### src/rtl/frame_wr_scheduler.sv
// frame_wr_scheduler
//   Merges two write sources into one registered frame-buffer write port.
//   The CPU path is buffered in a small in-order FIFO. The accelerator (XL)
//   path is unbuffered and normally wins arbitration. A streak counter stops
//   the accelerator from starving the CPU: once MAX_XL_STREAK XL grants have
//   gone by while CPU data waits, the FIFO head is forced out.
//
// Ports
//   clk, rst                    clock, asynchronous active-high reset
//   cpu_wr_valid/ready/data/addr  CPU write request (into FIFO)
//   xl_wr_valid/ready/data/addr   accelerator write request (direct)
//   frame_wr_en/data/addr         registered frame buffer write port
//   cpu_fifo_count                CPU FIFO occupancy
module frame_wr_scheduler #(
  parameter int mem_width      = 32,
  parameter int mem_depth      = 32,
  parameter int mem_addr_width = $clog2(mem_depth),
  parameter int CPU_FIFO_DEPTH = 4,
  parameter int MAX_XL_STREAK  = 4
) (
  input  logic                             clk,
  input  logic                             rst,
  input  logic                             cpu_wr_valid,
  output logic                             cpu_wr_ready,
  input  logic [mem_width-1:0]             cpu_wr_data,
  input  logic [mem_addr_width-1:0]        cpu_wr_addr,
  input  logic                             xl_wr_valid,
  output logic                             xl_wr_ready,
  input  logic [mem_width-1:0]             xl_wr_data,
  input  logic [mem_addr_width-1:0]        xl_wr_addr,
  output logic                             frame_wr_en,
  output logic [mem_width-1:0]             frame_wr_data,
  output logic [mem_addr_width-1:0]        frame_wr_addr,
  output logic [$clog2(CPU_FIFO_DEPTH):0]  cpu_fifo_count
);

  localparam int PTR_W = $clog2(CPU_FIFO_DEPTH);
  localparam int CNT_W = PTR_W + 1;
  localparam int STK_W = $clog2(MAX_XL_STREAK + 1);

  localparam logic [CNT_W-1:0] FIFO_FULL  = CNT_W'(CPU_FIFO_DEPTH);
  localparam logic [STK_W-1:0] STREAK_MAX = STK_W'(MAX_XL_STREAK);

  typedef struct packed {
    logic [mem_addr_width-1:0] addr;
    logic [mem_width-1:0]      data;
  } wr_req_t;

  // ---------------------------------------------------------------------
  // CPU FIFO
  // ---------------------------------------------------------------------
  wr_req_t          fifo_mem [CPU_FIFO_DEPTH];
  logic [PTR_W-1:0] wr_ptr, rd_ptr;
  logic [CNT_W-1:0] count;
  logic [CNT_W-1:0] count_nxt;

  wr_req_t cpu_req, xl_req, head;
  logic    push, pop;

  assign cpu_req = '{addr: cpu_wr_addr, data: cpu_wr_data};
  assign xl_req  = '{addr: xl_wr_addr,  data: xl_wr_data};
  assign head    = fifo_mem[rd_ptr];

  // Ready looks only at the registered count, so a full FIFO refuses a
  // push even in a cycle where it is also being popped.
  assign cpu_wr_ready   = (count < FIFO_FULL);
  assign push           = cpu_wr_valid && cpu_wr_ready;
  assign cpu_fifo_count = count;

  always_comb begin
    count_nxt = count;
    unique case ({push, pop})
      2'b10:   count_nxt = count + 1'b1;
      2'b01:   count_nxt = count - 1'b1;
      default: count_nxt = count;
    endcase
  end

  // Storage needs no reset: occupancy is tracked by count alone, so
  // clearing the pointers and count discards every buffered entry.
  always_ff @(posedge clk) begin
    if (push) fifo_mem[wr_ptr] <= cpu_req;
  end

  // Depth is a power of two, so pointer increment wraps naturally.
  always_ff @(posedge clk or posedge rst) begin
    if (rst) begin
      wr_ptr <= '0;
      rd_ptr <= '0;
      count  <= '0;
    end else begin
      if (push) wr_ptr <= wr_ptr + 1'b1;
      if (pop)  rd_ptr <= rd_ptr + 1'b1;
      count <= count_nxt;
    end
  end

  // ---------------------------------------------------------------------
  // Arbitration
  // ---------------------------------------------------------------------
  logic [STK_W-1:0] streak, streak_nxt;
  logic             pend, force_cpu, grant_cpu, grant_xl;

  // pend is taken from the registered count, so an entry pushed this cycle
  // is never eligible until the next one.
  assign pend      = (count != '0);
  assign force_cpu = pend && (streak == STREAK_MAX);
  assign grant_cpu = pend && (force_cpu || !xl_wr_valid);
  assign grant_xl  = xl_wr_valid && !grant_cpu;
  assign pop       = grant_cpu;

  // XL is only held off when the CPU is forced; otherwise a valid XL
  // request is always granted, so ready&valid coincides with grant_xl.
  assign xl_wr_ready = !force_cpu;

  // Streak counts XL grants taken while the CPU is waiting.
  always_comb begin
    streak_nxt = streak;
    if (!pend || grant_cpu)
      streak_nxt = '0;
    else if (grant_xl && (streak != STREAK_MAX))
      streak_nxt = streak + 1'b1;
  end

  always_ff @(posedge clk or posedge rst) begin
    if (rst) streak <= '0;
    else     streak <= streak_nxt;
  end

  // ---------------------------------------------------------------------
  // Registered frame write port; addr/data hold when idle
  // ---------------------------------------------------------------------
  always_ff @(posedge clk or posedge rst) begin
    if (rst) begin
      frame_wr_en   <= 1'b0;
      frame_wr_data <= '0;
      frame_wr_addr <= '0;
    end else begin
      frame_wr_en <= grant_cpu || grant_xl;
      if (grant_cpu) begin
        frame_wr_addr <= head.addr;
        frame_wr_data <= head.data;
      end else if (grant_xl) begin
        frame_wr_addr <= xl_req.addr;
        frame_wr_data <= xl_req.data;
      end
    end
  end

endmodule

### config.mk
export PLATFORM = sky130hd
export DESIGN_NAME = frame_wr_scheduler
export DESIGN_NICKNAME = d
export VERILOG_FILES = /design/src/rtl/frame_wr_scheduler.sv
export SDC_FILE = /design/constraint.sdc
export NUM_CORES = 1
export LEC_CHECK = 0
export ABC_AREA = 1
export CORE_ASPECT_RATIO = 0.6
export CORE_MARGIN = 3
export CORE_UTILIZATION = 49
export CTS_CLUSTER_SIZE = 8
export DETAILED_ROUTE_END_ITERATION = 10
export PLACE_DENSITY = 0.86
export SLEW_MARGIN = 10
export SYNTH_ARGS = -nofsm -noshare
export SYNTH_HDL_FRONTEND = slang
export SYNTH_SLANG_ARGS = --single-unit
### constraint.sdc
create_clock -name clk -period 2.4 [get_ports clk]
set_input_delay 0.24 -clock clk [delete_from_list [all_inputs] [get_ports clk]]
set_output_delay 0.24 -clock clk [all_outputs]
set_load 0.01 [all_outputs]
==> impl_metrics.json <==
{
  "wl_met1_um": 8200,
  "combPwrFrac_pct": 34.9,
  "post-cts-setup-buffers": 0,
  "ir_drop_v": 0.000721,
  "antenna_found_initial": 1,
  "htree_levels": 4,
  "syn_area_per_cell_um2": 10.5,
  "layout.nets": 981,
  "rsz0062_at_grt": "no",
  "grt_max_degree": 41,
  "p_sw_share_pct": 34.5,
  "grtUsageTotal_pct": 20.9,
  "die_w_um": 172,
  "p_leak_nw": 4.29,
  "ant_nets": 0,
  "synthAdderAreaFrac_pct": 1.32,
  "period_share_pct": 87.1,
  "ctsRootBufferMaster": "clkbuf_16",
  "ys_warn_count": 0,
  "fin_crit_ps": 2090,
  "critPathBufInv": 3,
  "met2WireLength_um": 8490,
  "pin_count": 121,
  "area_delta_synth_final_pct": 26.5,
  "wl_met3_um": 1750,
  "yosys.area_share.simple_pct": 23.3,
  "synth.distinct_cells": 22,
  "vias": 5762,
  "rows": 35,
  "endpoint_kind": "output pin",
  "routedWlPerCell_um": 16.5,
  "worstSetupStartpointType": "flop",
  "r2r_end": "cpu_fifo_count[2]",
  "tightestPinTransition_ps": 597,
  "drc": 0,
  "worst-path-max-fanout": 3,
  "drv_cap": 0,
  "cp.required_ps": 2160,
  "hpwlAfterDp_um": 11500,
  "skew_ps": 9.67,
  "syn-instance-count": 772,
  "path_depth": 6,
  "cts_resized": 0,
  "synthArstFlopShare_pct": 24.5,
  "numCtsBuffers": 17,
  "clk_latency_ps": 420,
  "drt_iter0_drc": 490,
  "maxSlewViolCount": 0,
  "r2r-start": "streak[0]",
  "endpoint": "xl_wr_ready",
  "io_buffers": 120,
  "viasPerCell": 5.10,
  "finalSetupTns_ps": 0,
  "synth_compound_area_share_pct": 0.415,
  "drtPass1Iterations": 5,
  "rrSetupSlack_ps": 360,
  "grt_pass1_wl_um": 29400,
  "synth-xor-area-share_pct": 0.538,
  "die_y_um": 106,
  "syn_nets": 858,
  "dr.max_layer_used": "met5",
  "initial_core_util_pct": 51.5,
  "yosys-mux-area-fraction_pct": 0,
  "synthesis.area_um2": 8140,
  "ys_seq_area_share_pct": 69.4,
  "tritoncts_num_sinks": 196,
  "relSlewSlack_pct": 60.1,
  "p_switching_w": 0.00420,
  "p_seq_share_pct": 39.3,
  "cts_tree": "yes",
  "slowest_stage": "clkdlybuf4s50_1",
  "hold_viol": 0,
  "antennaDiodeCount": 0,
  "grt_pass1_vias": 5791,
  "hold_path_class": "input pin to asynchronous set/reset pin",
  "p_per_area_nw_per_um2": 1180,
  "cp_top_family": "buffers and inverters",
  "synth_seq_cells": 196,
  "overflow": 0,
  "postCtsHoldBufs": 0,
  "power.internal_w": 0.00797,
  "fmax_mhz": 478,
  "worstSetupPathType": "flop to output pin",
  "setup_violations": 0,
  "drive_gt1_share_pct": 7.49,
  "r2r_cells": 12,
  "clk_path_buf_depth": 2,
  "fillers": 1177,
  "finalWirelength_um": 18700,
  "synth_top_family_by_area": "simple AND/OR/NAND/NOR gates",
  "critical_path.max_stage_delay_ps": 540,
  "clock_power_share_pct": 25.7,
  "clk_pin_slew_ps": 70,
  "yosys_most_used_dff": "edfxtp_1",
  "dieArea_um2": 18200,
  "synth_edf_count": 148,
  "crit_arrival_ps": 1850,
  "status": "finished, final reports clean",
  "core_area_um2": 15800,
  "fin_util_pct": 65.1,
  "crit_path_cell_trace": "inv_1, ha_1, nand2_1, inv_1, nand2_1, clkdlybuf4s50_1",
  "startpoint": "streak[0]",
  "gp_congestion": 0.768
}
## synth_stat cells, types with 3 or more instances
master / n / area, µm²
buf_2: 24 / 120
buf_4: 3 / 22.5
clkbuf_1: 7 / 26.3
dfrtp_1: 48 / 1200
edfxtp_1: 148 / 4440
ha_1: 7 / 87.6
inv_1: 53 / 199
inv_2: 4 / 15.0
nand2_1: 339 / 1270
nand3_1: 113 / 566
nor2_1: 8 / 30.0
o21ai_0: 3 / 15.0
xor2_1: 3 / 26.3
## cell usage in the layout, fill, tap and decap left out, drive strengths merged, types with 4 or more instances in the layout
cell	count
dfrtp	48
clkinv	5
o21ai	4
clkdlybuf4s50	120
nand2	340
clkbuf	17
edfxtp	148
nand3	114
ha	7
inv	61
buf	21
bufinv	5
nor2	9
## worst register-to-register path, cell delays in order, from the launching register on
cell	delay, ps
dfrtp_1	400
inv_1	70
ha_1	140
nand2_1	70
inv_1	120
o21ai_4	70
inv_2	70
ha_1	130
inv_1	70
fa_1	380
a21oi_1	140
o21ai_0	110
xor2_1	160
## layout make-up
| class | instances | area [µm²] | share of cell area (%) |
|---|---|---|---|
| clock buffers | 17 | 425 | 4.13 |
| clock inverters | 15 | 226 | 2.20 |
| inverters | 57 | 214 | 2.08 |
| multi-input cells | 482 | 2120 | 20.6 |
| flip-flops and latches | 196 | 5650 | 54.9 |
| well taps | 222 | 278 | 2.70 |
| repair buffers | 141 | 1380 | 13.4 |
## cell families after synthesis
logic type / Yosys count
AO/OA/AOI/OAI: 6
XOR/XNOR: 5
adder cells (fa/ha/maj): 8
buffers and inverters: 94
flip-flops: 196
AND/OR/NAND/NOR: 463
## power groups by stage
stage	Combinational, W	Sequential, W	Clock, W
after floorplan	0.00237	0.00495	0
after global placement	0.00409	0.00482	0
after detailed placement	0.00422	0.00484	0
after CTS	0.00427	0.00479	0.00316
after global routing	0.00472	0.00486	0.00330
final	0.00425	0.00479	0.00313
## metrics by stage
stage | hold WS, ps | std cells | area, µm² | worst slack (ps) | power [W]
finish | 208 | 1130 | 10300 | 309 | 0.0122
global placement | 443 | 1098 | 9640 | 338 | 0.00891
CTS | 214 | 1130 | 10300 | 296 | 0.0122
floorplan | 339 | 772 | 8140 | -341 | 0.00732
global route | 230 | 1130 | 10300 | 192 | 0.0129
detailed placement | 457 | 1098 | 9640 | 297 | 0.00906
## sequential cells by signal (all words and copies together) (netlist names)
signal,flops
rd_ptr,2
frame_wr_data,32
cpu_fifo_count,3
fifo_mem,148
frame_wr_addr,5
streak,3
frame_wr_en,1
wr_ptr,2
## worst min path at each step
stage | from | endpoint | slack (ps) | cells after the start
global route | rst | streak[0] | 230 | 2
finish | rst | streak[2] | 210 | 2
CTS | rst | streak[2] | 210 | 2
floorplan | cpu_wr_data[0] | fifo_mem[0][0] | 340 | 0
global placement | streak[0] | streak[0] | 440 | 1
detailed placement | streak[0] | streak[0] | 460 | 1
## per-layer routing
layer,track usage [%],up-vias
met5,0,-
met4,5.81,2
met2,32.0,259
li1,-,2759
met3,6.78,19
met1,28.9,2723
No activity file was read; power rests on OpenSTA's default activity.
